**src/rtl/plot_sink.sv**
```systemverilog
// rtl/plot_sink.sv - buffered pixel-plot sink with framebuffer fill engine.
// Optional macro PLOT_BOUNDS_CHECK_EN discards off-screen plots and counts them in drop_count.
module plot_sink #(
   parameter int FIFO_DEPTH = 4,
   parameter int SCREEN_W   = 320,
   parameter int SCREEN_H   = 240
) (
   input  logic        clock,
   input  logic        reset,
   input  logic        plot,
   input  logic [8:0]  X,
   input  logic [7:0]  Y,
   input  logic [2:0]  color,
   input  logic        clear_req,
   input  logic [2:0]  clear_color,
   output logic        fb_we,
   output logic [16:0] fb_addr,
   output logic [2:0]  fb_data,
   output logic        clear_busy,
   output logic        clear_done,
   output logic        frame_done,
   output logic        overflow,
   output logic [7:0]  drop_count
);

   localparam int AW = (FIFO_DEPTH > 1) ? $clog2(FIFO_DEPTH) : 1;
   localparam int CW = AW + 1;
   localparam logic [16:0] LAST_ADDR = 17'(SCREEN_W * SCREEN_H - 1);

   typedef enum logic [1:0] {S_IDLE, S_DRAIN, S_CLEAR} state_t;

   state_t         r_state;
   logic [19:0]    r_mem [FIFO_DEPTH];
   logic [AW-1:0]  r_wr_ptr;
   logic [AW-1:0]  r_rd_ptr;
   logic [CW-1:0]  r_count;
   logic           r_fb_we;
   logic [16:0]    r_fb_addr;
   logic [2:0]     r_fb_data;
   logic           r_clear_busy;
   logic           r_clr_last;
   logic           r_clear_done;
   logic           r_frame_done;
   logic           r_overflow;
   logic [16:0]    r_clr_addr;
   logic [2:0]     r_clr_color;
   logic [7:0]     r_drop_count;

   logic           w_full;
   logic           w_pop;
   logic           w_push;
   logic [CW-1:0]  w_count_next;
   logic           w_clr_end;
   state_t         w_rest_state;
   logic [8:0]     w_hx;
   logic [7:0]     w_hy;
   logic [2:0]     w_hc;
   logic [16:0]    w_addr;
   logic           w_in_range;

   // State DRAIN always means a non-empty FIFO, so it doubles as the pop strobe.
   assign w_full       = (r_count == CW'(FIFO_DEPTH));
   assign w_pop        = (r_state == S_DRAIN);
   assign w_push       = plot && (!w_full || w_pop);
   assign w_count_next = r_count + CW'(w_push) - CW'(w_pop);
   assign w_clr_end    = (r_state == S_CLEAR) && (r_clr_addr == LAST_ADDR);
   assign w_rest_state = (w_count_next != '0) ? S_DRAIN : S_IDLE;

   assign w_hx   = r_mem[r_rd_ptr][19:11];
   assign w_hy   = r_mem[r_rd_ptr][10:3];
   assign w_hc   = r_mem[r_rd_ptr][2:0];
   assign w_addr = {1'b0, w_hy, 8'd0} + {3'd0, w_hy, 6'd0} + {8'd0, w_hx};

`ifdef PLOT_BOUNDS_CHECK_EN
   assign w_in_range = (32'(w_hx) < SCREEN_W) && (32'(w_hy) < SCREEN_H);
`else
   assign w_in_range = 1'b1;
`endif

   always_ff @(posedge clock) begin
      if (!reset && w_push) begin
         r_mem[r_wr_ptr] <= {X, Y, color};
      end
   end

   always_ff @(posedge clock) begin
      if (reset) begin
         r_state      <= S_IDLE;
         r_wr_ptr     <= '0;
         r_rd_ptr     <= '0;
         r_count      <= '0;
         r_fb_we      <= 1'b0;
         r_fb_addr    <= '0;
         r_fb_data    <= '0;
         r_clear_busy <= 1'b0;
         r_clr_last   <= 1'b0;
         r_clear_done <= 1'b0;
         r_frame_done <= 1'b0;
         r_overflow   <= 1'b0;
         r_clr_addr   <= '0;
         r_clr_color  <= '0;
         r_drop_count <= '0;
      end else begin
         r_fb_we      <= 1'b0;
         r_frame_done <= 1'b0;
         r_clr_last   <= w_clr_end;
         r_clear_done <= r_clr_last;
         r_count      <= w_count_next;
         if (w_push) begin
            r_wr_ptr <= r_wr_ptr + AW'(1);
         end
         if (w_pop) begin
            r_rd_ptr <= r_rd_ptr + AW'(1);
         end
         if (plot && !w_push) begin
            r_overflow <= 1'b1;
         end
         case (r_state)
            S_CLEAR: begin
               r_fb_we    <= 1'b1;
               r_fb_addr  <= r_clr_addr;
               r_fb_data  <= r_clr_color;
               r_clr_addr <= r_clr_addr + 17'd1;
               if (w_clr_end) begin
                  r_state      <= w_rest_state;
                  r_clear_busy <= 1'b0;
               end
            end
            default: begin
               if (w_pop) begin
                  r_fb_we      <= w_in_range;
                  r_fb_addr    <= w_addr;
                  r_fb_data    <= w_hc;
                  r_frame_done <= w_in_range && (w_addr == LAST_ADDR);
`ifdef PLOT_BOUNDS_CHECK_EN
                  if (!w_in_range && (r_drop_count != 8'hFF)) begin
                     r_drop_count <= r_drop_count + 8'd1;
                  end
`endif
               end
               if (clear_req) begin
                  r_state      <= S_CLEAR;
                  r_clear_busy <= 1'b1;
                  r_clr_addr   <= '0;
                  r_clr_color  <= clear_color;
               end else begin
                  r_state <= w_rest_state;
               end
            end
         endcase
      end
   end

   assign fb_we      = r_fb_we;
   assign fb_addr    = r_fb_addr;
   assign fb_data    = r_fb_data;
   assign clear_busy = r_clear_busy;
   assign clear_done = r_clear_done;
   assign frame_done = r_frame_done;
   assign overflow   = r_overflow;
   assign drop_count = r_drop_count;

endmodule

```
**config.mk**
```make
export PLATFORM = sky130hd
export DESIGN_NAME = plot_sink
export DESIGN_NICKNAME = d
export VERILOG_FILES = /design/src/rtl/plot_sink.sv
export SDC_FILE = /design/constraint.sdc
export NUM_CORES = 1
export LEC_CHECK = 0
export BUFFER_PORTS_ARGS = -buffer_cell sky130_fd_sc_hd__buf_4
export CORE_UTILIZATION = 55
export CTS_CLUSTER_DIAMETER = 30
export DETAILED_ROUTE_END_ITERATION = 16
export PLACE_DENSITY = 0.74
export SLEW_MARGIN = 25
export SYNTH_ARGS = -nofsm -noshare
export SYNTH_HDL_FRONTEND = slang
export SYNTH_SLANG_ARGS = --single-unit
```
**constraint.sdc**
```tcl
create_clock -name clock -period 8.2 [get_ports clock]
set_input_delay 1.23 -clock clock [delete_from_list [all_inputs] [get_ports clock]]
set_output_delay 1.23 -clock clock [all_outputs]
set_load 0.01 [all_outputs]
```
Word-level counts from Yosys, hierarchy flattened
Memory sizes are Yosys's and may differ from the RTL's. A register that Yosys moved wholly into a read port is not among the register bits.
Index checks and enable logic that the tools add are counted.
Cells by class
  reductions and logical operators: 14
  equality and inequality tests: 6
  bitwise gates (word level): 2
  $add $sub $neg: 7
  multiplexer cells: 19
Operators by type and width (count)
  2-to-1 mux 17 bit: 4
  == test 17 bit (second input constant): 2
  adder 16 x 14 -> 17 bit: 1
  adder 17 x 1 -> 17 bit (second input constant): 1
  adder 17 x 9 -> 17 bit: 1
  2-to-1 mux 2 bit: 5
  2-to-1 mux 1 bit: 8
  2-to-1 mux 3 bit: 2
  adder 2 x 1 -> 2 bit (second input constant): 2
  logical AND 1 bit: 4
  AND reduction 2 bit: 2
  nonzero test 2 bit: 2
  adder 3 x 1 -> 3 bit: 1
  == test 3 bit (second input constant): 1
  zero test 1 bit: 3
  nonzero test 3 bit: 1
  OR reduction 3 bit: 1
  subtractor 3 x 1 -> 3 bit: 1
  == test 2 x 1 -> 1 bit (second input constant): 1
  == test 2 bit (second input constant): 1
  inequality test 2 bit (second input constant): 1
  NOT 1 bit: 2
  logical OR 1 bit: 1
Storage, ports and cells
  memories: 1
  output and inout port bits: 33
  input bits: 27
  memory bits (writable): 80
  word-level logic and storage cells: 63
  flip-flop bits (word level): 55
Memories
  r_mem: words 4, bits a word 20, read ports 1, clocked after Yosys merged registers in 1, write ports 1, RTL line 33  | logic [19:0] r_mem [FIFO_DEPTH];

Depth between registers and ports, before layout
Gate-level depths: netlist of the first run.
  word-level depth: 10
  mapped depth: 14
  mapped depth without buffers: 14

Worst setup path before layout of the first run
No wires, ideal clock.
  kind: register to register
  start point: register with a tool-made name
  end point: register r_fb_addr[15], in the netlist fb_addr[15]
  setup slack: 4.772 ns
  library setup time: 0.120 ns
  stages on the path, launching flop included: 12
  buffers on the path: 2
  data required time: 8.080 ns
  data arrival time: 3.308 ns
  clock period less this slack: 3.428 ns
  path through: dfxtp_1 buf_4 buf_2 mux4_2 ha_1 ha_1 fa_1 a21oi_1 o211ai_1 o41ai_1 xnor2_1 a211o_1
RTL lines
  end signal: assignment: RTL line 121  | r_fb_addr <= r_clr_addr;
  end signal: assignment: RTL line 132  | r_fb_addr <= w_addr;
  end: declaration: RTL line 38  | logic [16:0] r_fb_addr;

==> results of run 1 <==
==> metal layers <==
| layer | track usage (%) | up-vias | share of wire (%) |
|---|---|---|---|
| met5 | 0 | - | 0 |
| met4 | 9.589 | 0 | 1.8 |
| met3 | 6.079 | 20 | 4.6 |
| met2 | 35.81 | 105 | 48 |
| met1 | 29.66 | 1890 | 46 |
| li1 | - | 1862 | - |
==> power by group <==
part           switching [W]  internal [W]
clock               0.000288      0.000462
combinational       0.000428      0.000345
sequential         0.0000447      0.000812
total               0.000760       0.00162
==> area by class of cell <==
class	count	area, sq um	area share, %
Clock buffer	17	414.1	5.806
Timing Repair Buffer	53	397.9	5.578
Clock inverter	15	177.7	2.491
Inverter	21	78.83	1.105
Multi-Input combinational cell	297	2346	32.89
Sequential cell	137	3543	49.68
Tap cell	140	175.2	2.456
==> cell families after synthesis <==
kind of cell	after synthesis	synth area share, %
xor+xnor	10	1.438
compound gates	77	8.216
flops	137	58.16
fa+ha+maj	27	5.915
other cells	1	0.06156
mux	39	10.56
simple gates	136	11.77
buf+inv	52	3.882
==> stage by stage <==
step           instances  instance area [sq um]  power, W  setup WS (ps)  utilization [%]
6_report             680                   7133  0.002380           4537            66.09
5_1_grt              680                   7133  0.002528           4284            66.09
4_1_cts              680                   7126  0.002396           4506            66.02
3_5_place_dp         648                   6534  0.001634           4555            60.54
3_3_place_gp         648                   6534  0.001614           4560            60.54
2_1_floorplan        486                   6118  0.001426           4772                -
==> worst max-delay path: cells and delay by family (launching register included) <==
| kind | cells | cell delay [ps] |
|---|---|---|
| AO/OA/AOI/OAI | 4 | 920 |
| XOR/XNOR | 1 | 140 |
| adder cells (fa/ha/maj) | 2 | 1010 |
| buffers and inverters | 2 | 130 |
| flip-flops | 1 | 950 |
| multiplexers | 1 | 380 |
==> synth_stat cells (all sizes together) (4+ instances only) <==
cell,instances,area [sq um]
and3,4,25.02
dfxtp,57,1141
xnor2,8,70.07
mux4,20,450.4
edfxtp,80,2402
nand3,10,50.05
buf,15,95.09
clkbuf,16,62.56
nor2b,6,37.54
nand2,20,77.58
nor3,9,50.05
inv,20,75.07
nor4,4,40.04
or2,4,27.53
o21ai,10,50.05
nand4,7,65.06
mux2i,17,170.2
a211oi,5,37.54
and2,4,25.02
a21oi,36,180.2
o311ai,4,35.04
ha,24,300.3
nor2,52,195.2
==> path summary, 6_finish.rpt <==
| path | startpoint | endpoint | slack [ps] |
|---|---|---|---|
| worst max-delay path | flop | fb_addr[15] | 4540 |
| worst min-delay path | r_clr_last | clear_done | 450 |
| worst max register to register | flop | fb_addr[15] | 4540 |
| worst min register to register | r_clr_last | clear_done | 450 |
==> sequential cells by signal (all words and copies together), names as in the netlist, named ones only <==
name / flops
r_mem: 80
fb_addr: 17
r_clr_addr: 17
fb_data: 3
r_clr_color: 3
r_count: 3
r_rd_ptr: 2
r_state: 2
r_wr_ptr: 2
clear_busy: 1
clear_done: 1
fb_we: 1
frame_done: 1
overflow: 1
r_clr_last: 1
==> impl_metrics.py, run 1 <==
metrics = {
    "status": {
        "run_status": "completed",
    },
    "placed_design": {
        "port_buffers": 51,
        "finalWeightedCongestion": 0.8564,
        "dpl.hpwl_mm": 7.565,
    },
    "timing": {
        "final_max_slew_viol_count": 0,
        "shortest_period_the_worst_path_allows_ps": 3663,
        "setup_tns_ps": 0,
        "timing.final.setup_violations": 0,
        "fin_crit_sh_pct": 44.67,
        "report.final.hold_viol_count": 0,
        "max_freq_mhz": 273.0,
        "hold-worst-slack_ps": 445.6,
        "worst_rel_slew_slack_pct": 35.84,
        "fin_skew_ps": 7.889,
        "worst-slew-pin-transition_ps": 961.1,
        "grt_setup_unrepaired": "false",
    },
    "global_route": {
        "grt_first_pass_wirelength_mm": 19.19,
        "grt.overflow.total": 0,
        "grtUsageTotal_pct": 22.69,
        "grt_max_degree": 54,
        "first_global_vias": 3844,
        "grt_antenna_before_repair": 0,
    },
    "pwr": {
        "power.leakage_nw": 2.614,
        "power-per-cell-area_nw_per_um2": 333.6,
        "max-vdd-ir-drop_v": 0.0001903,
    },
    "floorplan": {
        "fp.dieH_microns": 107.2,
        "starting_utilization_of_the_core_area_pct": 56.45,
        "io_pins": 60,
        "dieArea_sq_um": 11500,
        "floorplan.die.width_microns": 107.2,
        "coreArea_sq_um": 10790,
        "cell_rows": 38,
    },
    "clocking": {
        "cts_tree": "built",
        "clock_tree.root_cell": "sky130_fd_sc_hd__clkbuf_8",
        "clkLatencyLatePin_ps": 540,
        "cts.reportedPaths.clkPinSlew_ps": 60,
        "clock_buffer_depth": 2,
        "clock_tree_sinks": 137,
        "htree_num_levels": 4,
        "number_of_buffers_added_to_fix_hold_violations_after_cts": 0,
        "cts-buffers-inserted": 17,
        "post_cts_resized": 0,
        "post-cts-setup-buffers": 0,
    },
    "yosys": {
        "netlist_area_sq_um": 6092,
        "synth_cell_types": 63,
        "synth-edff-count": 80,
        "synth_area_per_cell_sq_um": 12.72,
        "postSynthCellCount": 479,
        "async_flop_share_pct": 0,
        "synth-seq-cells": 137,
        "synth_warnings": 0,
        "synth_sequential_area_ratio_pct": 58.16,
        "dominantRegCellSynth": "sky130_fd_sc_hd__edfxtp_1",
    },
    "routing": {
        "num_vias": 3877,
        "drt_pre_antenna_iters": 4,
        "wirelength_mm": 11.76,
        "wire_per_inst_microns": 17.30,
        "drt_iter0_drc": 238,
        "antenna_left": 0,
        "vias_per_cell": 5.701,
        "route.detailed.drc": 0,
    },
    "setup_path": {
        "timing.critical_path.slowest_stage_cell": "sky130_fd_sc_hd__dfxtp_1",
        "cp_data_required_time_ps": 8620,
        "worst-path-max-fanout": 20,
        "timing.reg2reg.worst_path_depth": 10,
        "path_cells": "mux4_2 -> inv_1 -> fa_1 -> inv_1 -> fa_1 -> a21oi_1 -> o211ai_1 -> o41ai_1 -> xnor2_1 -> a211o_1",
        "type_of_the_worst_setup_path": "reg2reg",
        "worst_setup_path_end_kind": "flop",
        "crit_path_start_kind": "flop",
        "cp_data_arrival_time_ps": 4090,
        "longest_individual_stage_delay_on_the_worst_path_ps": 950,
    },
    "cells_and_area": {
        "layout.cells.most_common_list": "sky130_fd_sc_hd__edfxtp_1 (80), sky130_fd_sc_hd__dfxtp_1 (57), sky130_fd_sc_hd__buf_4 (53)",
        "syn2layout_area_growth_pct": 17.09,
        "number_of_antenna_diodes": 0,
        "fillers": 767,
        "drive_above_1_share_pct": 22.78,
        "finalNetCount": 581,
        "layout.cells.most_common": "sky130_fd_sc_hd__edfxtp_1",
    },
    "hold_path": {
        "hold_path.class": "reg2reg",
        "worst_hold_path_cell_count": 1,
    },
    "job": {
        "maxCapViolations": 0,
    },
}
Note: power is estimated with default switching activity, not from simulation.
==> inputs of run 2 (changes only) <==
--- a/config.mk
+++ b/config.mk
@@ -6,10 +6,10 @@
 export NUM_CORES = 1
 export LEC_CHECK = 0
 export BUFFER_PORTS_ARGS = -buffer_cell sky130_fd_sc_hd__buf_4
-export CORE_UTILIZATION = 55
+export CORE_UTILIZATION = 53
 export CTS_CLUSTER_DIAMETER = 30
 export DETAILED_ROUTE_END_ITERATION = 16
-export PLACE_DENSITY = 0.74
+export PLACE_DENSITY = 0.75
 export SLEW_MARGIN = 25
 export SYNTH_ARGS = -nofsm -noshare
 export SYNTH_HDL_FRONTEND = slang
==> constraint.sdc (replaced) <==
create_clock -name clock -period 3.3 [get_ports clock]
set_input_delay 0.495 -clock clock [delete_from_list [all_inputs] [get_ports clock]]
set_output_delay 0.495 -clock clock [all_outputs]
set_load 0.01 [all_outputs]
==> run 2 against run 1 <==
  * First-iteration DRC count shrank 11%
  * Clock-buffer cell count grew 1
  * Combinational power grew to 2.7 times the previous value
  * Register-to-register slack got worse by 4400 ps
  * Sequential power rose by 150%
  * Power rose to 2.5 times the previous value
  * Clock power rose by 150%
  * Wire length up 1.8%
  * Sequential share of layout area decreased by 0.64 points
  * Critical path depth did not move
  * Fmax increased by 15%
  * Largest cell class unchanged
  * Highest routed layer unchanged
==> impl_metrics.py, run 2 (synthesis gave the netlist of run 1 again) <==
metrics = {
    "status": {
        "run_status": "completed",
    },
    "global_route": {
        "grt_antenna_before_repair": 0,
        "grt.overflow.total": 0,
        "first_global_vias": 3790,
        "grt_first_pass_wirelength_mm": 18.81,
        "grt_max_degree": 54,
        "grtUsageTotal_pct": 21.99,
    },
    "clocking": {
        "clock_buffer_depth": 2,
        "clock_tree.root_cell": "sky130_fd_sc_hd__clkbuf_16",
        "clock_tree_sinks": 137,
        "cts_tree": "built",
        "cts.reportedPaths.clkPinSlew_ps": 60,
        "clkLatencyLatePin_ps": 430,
        "number_of_buffers_added_to_fix_hold_violations_after_cts": 0,
        "cts-buffers-inserted": 17,
        "htree_num_levels": 4,
    },
    "placed_design": {
        "finalWeightedCongestion": 0.9275,
        "dpl.hpwl_mm": 8.014,
        "placed_area_sq_um": 6621,
        "place_inst": 658,
        "port_buffers": 51,
        "post-place-ws_ps": 17.96,
    },
    "floorplan": {
        "cell_rows": 38,
        "floorplan.die.width_microns": 109.2,
        "fp.dieH_microns": 109.2,
        "starting_utilization_of_the_core_area_pct": 55.23,
        "io_pins": 60,
        "dieArea_sq_um": 11930,
        "coreArea_sq_um": 11030,
    },
    "routing": {
        "route.detailed.drc": 0,
        "highest-signal-layer": "met4",
        "num_vias": 3915,
        "drt_iter0_drc": 212,
        "antenna_left": 0,
        "detailroute.wirelength.met3_microns": 624,
        "vias_per_cell": 5.682,
        "detailroute.wirelength.met2_mm": 5.739,
        "wire_per_inst_microns": 17.38,
        "wirelength_mm": 11.98,
        "drt_pre_antenna_iters": 5,
        "routedLengthMet1_mm": 5.395,
    },
    "timing": {
        "grt_setup_unrepaired": "false",
        "final_critical_path_setup_slack_ps": 123.0,
        "shortest_period_the_worst_path_allows_ps": 3177,
        "fin_crit_sh_pct": 96.27,
        "report.final.hold_viol_count": 0,
        "worst-slew-pin-transition_ps": 750.6,
        "setup_tns_ps": 0,
        "fin_skew_ps": 6.468,
        "timing.final.setup_violations": 0,
        "max_freq_mhz": 314.8,
        "worst_rel_slew_slack_pct": 49.86,
        "final_max_slew_viol_count": 0,
    },
    "cells_and_area": {
        "drive_above_1_share_pct": 24.41,
        "finish.utilization_pct": 65.56,
        "finalNetCount": 591,
        "regMostFlops": "r_mem",
        "layout.cells.most_common": "sky130_fd_sc_hd__edfxtp_1",
        "number_of_flip_flops_under_the_largest_register_name": 80,
        "area.sequential_sq_um": 3546,
        "multi_input_comb_area_sq_um": 2372,
        "fillers": 840,
        "syn2layout_area_growth_pct": 18.71,
        "finalInstanceArea_sq_um": 7232,
        "layout.cells.most_common_list": "sky130_fd_sc_hd__edfxtp_1 (80), sky130_fd_sc_hd__buf_4 (62), sky130_fd_sc_hd__dfxtp_1 (55)",
        "final_cell_count_no_fill": 689,
        "number_of_antenna_diodes": 0,
    },
    "setup_path": {
        "worst-path-max-fanout": 10,
        "crit_path_start_kind": "flop",
        "buf_inv_stages_crit_path": 1,
        "crit_path_frequent_cell": "sky130_fd_sc_hd__ha_1",
        "timing.critical_path.max_delay_family": "adder cells",
        "type_of_the_worst_setup_path": "reg2reg",
        "longest_individual_stage_delay_on_the_worst_path_ps": 500,
        "cp_data_required_time_ps": 3620,
        "timing.critical_path.slowest_stage_cell": "sky130_fd_sc_hd__mux4_2",
        "path_cells": "buf_12 -> mux4_2 -> ha_1 -> ha_1 -> fa_1 -> a21oi_1 -> o211ai_1 -> o41ai_2 -> xnor2_1 -> a211o_1",
        "worst_setup_path_end_kind": "flop",
        "cp_data_arrival_time_ps": 3500,
    },
    "pwr": {
        "power-per-cell-area_nw_per_um2": 833.3,
        "max-vdd-ir-drop_v": 0.0006321,
        "power.leakage_nw": 2.677,
    },
    "job": {
        "maxCapViolations": 0,
    },
    "hold_path": {
        "hold_path.class": "in2reg",
    },
}
[run 2: cell count changes in the layout (fill, tap and decap cells not counted), sizes merged]
cell and delta:
buf +10, clkinvlp -3, inv +3, bufinv -1, clkbuf +1, clkinv -1
[run 2: final timing paths]
| kind | slack [ps] | depth (start not counted) | startpoint | endpoint |
|---|---|---|---|---|
| worst max-delay path | 120 | 10 | flop | fb_addr[15] |
| worst min-delay path | 260 | 1 | X[2] | r_mem[2][13] |
| worst max register to register | 120 | 10 | flop | fb_addr[15] |
| worst min register to register | 440 | 1 | r_clr_last | clear_done |
[run 2: per-stage QoR]
step                hold WS [ps]  power [W]
floorplan                  413.8   0.003551
global placement           418.3   0.004057
detailed placement         428.5   0.004121
CTS                        251.0   0.005977
global route               250.5   0.006347
finish                     264.4   0.006026
[run 2: worst register-to-register path: cells and delay by family (launching register included)]
family / cells / cell delay (ps)
DFF: 1 / 380
xor gates and xnor gates: 1 / 150
buffers and inverters: 1 / 160
AOI/OAI and AO/OA: 4 / 890
adders and majority gates: 3 / 980
muxes: 1 / 510
[run 2: per-layer routing]
layer	global-route usage (%)	vias to the layer above
met5	0	-
met4	9.714	0
met3	6.695	19
met2	35.53	108
met1	27.27	1910
li1	-	1878
[run 2: repair_timing]
| action | 4_1_cts | 5_1_grt |
|---|---|---|
| endpoints found under the setup margin | 0 | 4 |
| buffers inserted | 0 | 0 |
| gates resized for setup | 0 | 10 |
[run 2: area by class of cell]
cell class	count	share of cell area, %
inverter	21	1.090
multi-input combinational	297	32.80
sequential	137	49.03
timing repair buffer	63	6.713
clock buffer	18	5.934
clock inverter	13	2.007
tap	140	2.422
[run 2: report_power, final]
| group | internal, W | total (W) | switching, W | leakage (nW) |
|---|---|---|---|---|
| combinational | 0.000924 | 0.00205 | 0.00113 | 1.21 |
| sequential | 0.00202 | 0.00213 | 0.000109 | 1.19 |
| clock | 0.00111 | 0.00185 | 0.000734 | 0.275 |
==> inputs of run 3 (changes only) <==
--- a/config.mk
+++ b/config.mk
@@ -6,7 +6,9 @@
 export NUM_CORES = 1
 export LEC_CHECK = 0
 export BUFFER_PORTS_ARGS = -buffer_cell sky130_fd_sc_hd__buf_4
-export CORE_UTILIZATION = 53
+export CELL_PAD_IN_SITES_DETAIL_PLACEMENT = 1
+export CELL_PAD_IN_SITES_GLOBAL_PLACEMENT = 2
+export CORE_UTILIZATION = 37
 export CTS_CLUSTER_DIAMETER = 30
 export DETAILED_ROUTE_END_ITERATION = 16
 export PLACE_DENSITY = 0.75
==> constraint.sdc (replaced) <==
create_clock -name clock -period 3.3 [get_ports clock]
set_input_delay 0.495 -clock clock [delete_from_list [all_inputs] [get_ports clock]]
set_output_delay 0.495 -clock clock [all_outputs]
set_load 0.005 [all_outputs]
==> run 3 against run 2 <==
  * Critical path type unchanged
  * Non-clock buffer count up 2
  * Sequential share of layout area is 0.88 points lower
  * Die area grew 42%
  * Setup slack gained 48 ps
==> impl_metrics.py, run 3 (synthesis gave the netlist of run 1 again) <==
metrics = {
    "global_route": {
        "grt.overflow.total": 0,
        "first_global_vias": 4122,
        "grt_first_pass_wirelength_mm": 21.84,
        "grt_antenna_before_repair": 0,
        "grtUsageTotal_pct": 17.73,
        "grt_max_degree": 34,
    },
    "cells_and_area": {
        "fillers": 1695,
        "number_of_flip_flops_under_the_largest_register_name": 80,
        "syn2layout_area_growth_pct": 20.78,
        "final_cell_count_no_fill": 768,
        "regMostFlops": "r_mem",
        "finalNetCount": 593,
        "drive_above_1_share_pct": 24.28,
        "layout.cells.most_common": "sky130_fd_sc_hd__edfxtp_1",
        "number_of_antenna_diodes": 0,
        "layout.cells.most_common_list": "sky130_fd_sc_hd__edfxtp_1 (80), sky130_fd_sc_hd__buf_4 (65), sky130_fd_sc_hd__dfxtp_1 (57)",
    },
    "timing": {
        "shortest_period_the_worst_path_allows_ps": 3129,
        "timing.final.setup_violations": 0,
        "max_freq_mhz": 319.6,
        "report.final.hold_viol_count": 0,
        "worst-slew-pin-transition_ps": 774.6,
        "worst_rel_slew_slack_pct": 48.25,
        "fin_crit_sh_pct": 94.82,
        "grt_setup_unrepaired": "true",
        "final_max_slew_viol_count": 0,
        "fin_skew_ps": 10.12,
        "final_critical_path_setup_slack_ps": 170.9,
    },
    "clocking": {
        "number_of_buffers_added_to_fix_hold_violations_after_cts": 0,
        "post-cts-setup-buffers": 0,
        "cts-buffers-inserted": 17,
        "clock_tree.root_cell": "sky130_fd_sc_hd__clkbuf_16",
        "cts.reportedPaths.clkPinSlew_ps": 60,
        "cts_tree": "built",
        "clock_buffer_depth": 2,
        "clock_tree_sinks": 137,
        "htree_num_levels": 4,
        "clkLatencyLatePin_ps": 430,
    },
    "setup_path": {
        "worst_setup_path_end_kind": "flop",
        "timing.reg2reg.setup_slack_ps": 170,
        "timing.rr.end": "frame_done",
        "worst-path-max-fanout": 6,
        "timing.reg2reg.worst_path_depth": 10,
        "crit_path_start_kind": "flop",
        "cp_data_required_time_ps": 3620,
        "crit_path_end": "frame_done",
        "type_of_the_worst_setup_path": "reg2reg",
        "cp_data_arrival_time_ps": 3450,
    },
    "pwr": {
        "design_power_total_w": 0.006147,
        "power-per-cell-area_nw_per_um2": 835.4,
        "power.leakage_nw": 2.703,
        "max-vdd-ir-drop_v": 0.0003937,
    },
    "job": {
        "maxCapViolations": 0,
    },
    "routing": {
        "num_vias": 3960,
        "wire_per_inst_microns": 17.96,
        "vias_per_cell": 5.156,
        "detailroute.wirelength.met2_mm": 6.607,
        "routedLengthMet1_mm": 6.499,
        "drt_pre_antenna_iters": 4,
        "drt_iter0_drc": 153,
        "detailroute.wirelength.met3_microns": 403,
        "highest-signal-layer": "met4",
        "antenna_left": 0,
        "route.detailed.drc": 0,
        "wirelength_mm": 13.79,
    },
    "placed_design": {
        "port_buffers": 51,
        "finalWeightedCongestion": 0.7691,
        "place_inst": 736,
        "post-place-ws_ps": 24.50,
        "dpl.hpwl_mm": 9.792,
    },
    "floorplan": {
        "cell_rows": 46,
        "fp.dieH_microns": 130.3,
        "coreArea_sq_um": 16000,
        "starting_utilization_of_the_core_area_pct": 38.07,
        "dieArea_sq_um": 16980,
        "io_pins": 60,
        "floorplan.die.width_microns": 130.3,
    },
    "hold_path": {
        "worst_hold_path_cell_count": 1,
        "hold_path.class": "in2reg",
    },
    "status": {
        "run_status": "completed",
    },
}
-- run 3: cell types whose count changed in the layout (fill, tap and decap cells not counted), sizes merged --
cell	delta
inv	-1
buf	+2
clkbuf	+3
clkinv	-1
-- run 3: metal layers --
metal | GRT usage [%] | vias up
met1 | 22.56 | 1979
met3 | 3.977 | 21
li1 | - | 1879
met5 | 0 | -
met4 | 7.729 | 0
met2 | 29.04 | 81
-- run 3: cell type report --
type,instances,area [sq um],area share (%)
flip-flops and latches,137,3543,48.16
multi-input cells,297,2362,32.10
repair buffers,65,488.0,6.632
clock buffers,21,483.0,6.564
well taps,216,270.3,3.673
clock inverters,11,132.6,1.802
inverters,21,78.83,1.071
-- run 3: worst max-delay path, stage by stage (launching register included) --
cell	delay, ps
sky130_fd_sc_hd__dfxtp_1	330
sky130_fd_sc_hd__buf_4	180
sky130_fd_sc_hd__mux4_2	540
sky130_fd_sc_hd__ha_1	310
sky130_fd_sc_hd__ha_1	250
sky130_fd_sc_hd__fa_2	400
sky130_fd_sc_hd__a21oi_2	180
sky130_fd_sc_hd__o2111ai_1	170
sky130_fd_sc_hd__xor2_1	240
sky130_fd_sc_hd__o21ai_0	130
sky130_fd_sc_hd__nor4_1	290
-- run 3: through the flow --
step / util, % / instance area [sq um] / hold slack [ps] / TNS (ps)
2_1_floorplan: - / 6126 / 413.8 / 0
3_3_place_gp: 41.99 / 6719 / 424.8 / 0
3_5_place_dp: 41.99 / 6719 / 450.9 / 0
4_1_cts: 45.89 / 7342 / 254.2 / 0
5_1_grt: 45.99 / 7358 / 251.5 / -62.92
6_report: 45.99 / 7358 / 267.7 / 0
-- run 3: what timing repair did --
| action | 4_1_cts | 5_1_grt |
|---|---|---|
| endpoints found under the setup margin | 2 | 5 |
| resized for setup | 1 | 5 |
| pin swaps | 0 | 2 |
-- run 3: worst min-delay path by stage --
stage / from / slack [ps] / to
floorplan: r_clr_last / 410 / clear_done
global placement: r_clr_last / 420 / clear_done
detailed placement: r_clr_last / 450 / clear_done
CTS: color[2] / 250 / r_mem[2][2]
global route: color[2] / 250 / r_mem[2][2]
finish: X[0] / 270 / r_mem[3][11]
-- run 3: report_power, final --
group          internal [W]  total (W)  switching, W
sequential          0.00202    0.00212      0.000100
clock               0.00121    0.00197      0.000757
combinational      0.000914    0.00206       0.00115
total               0.00414    0.00615       0.00200
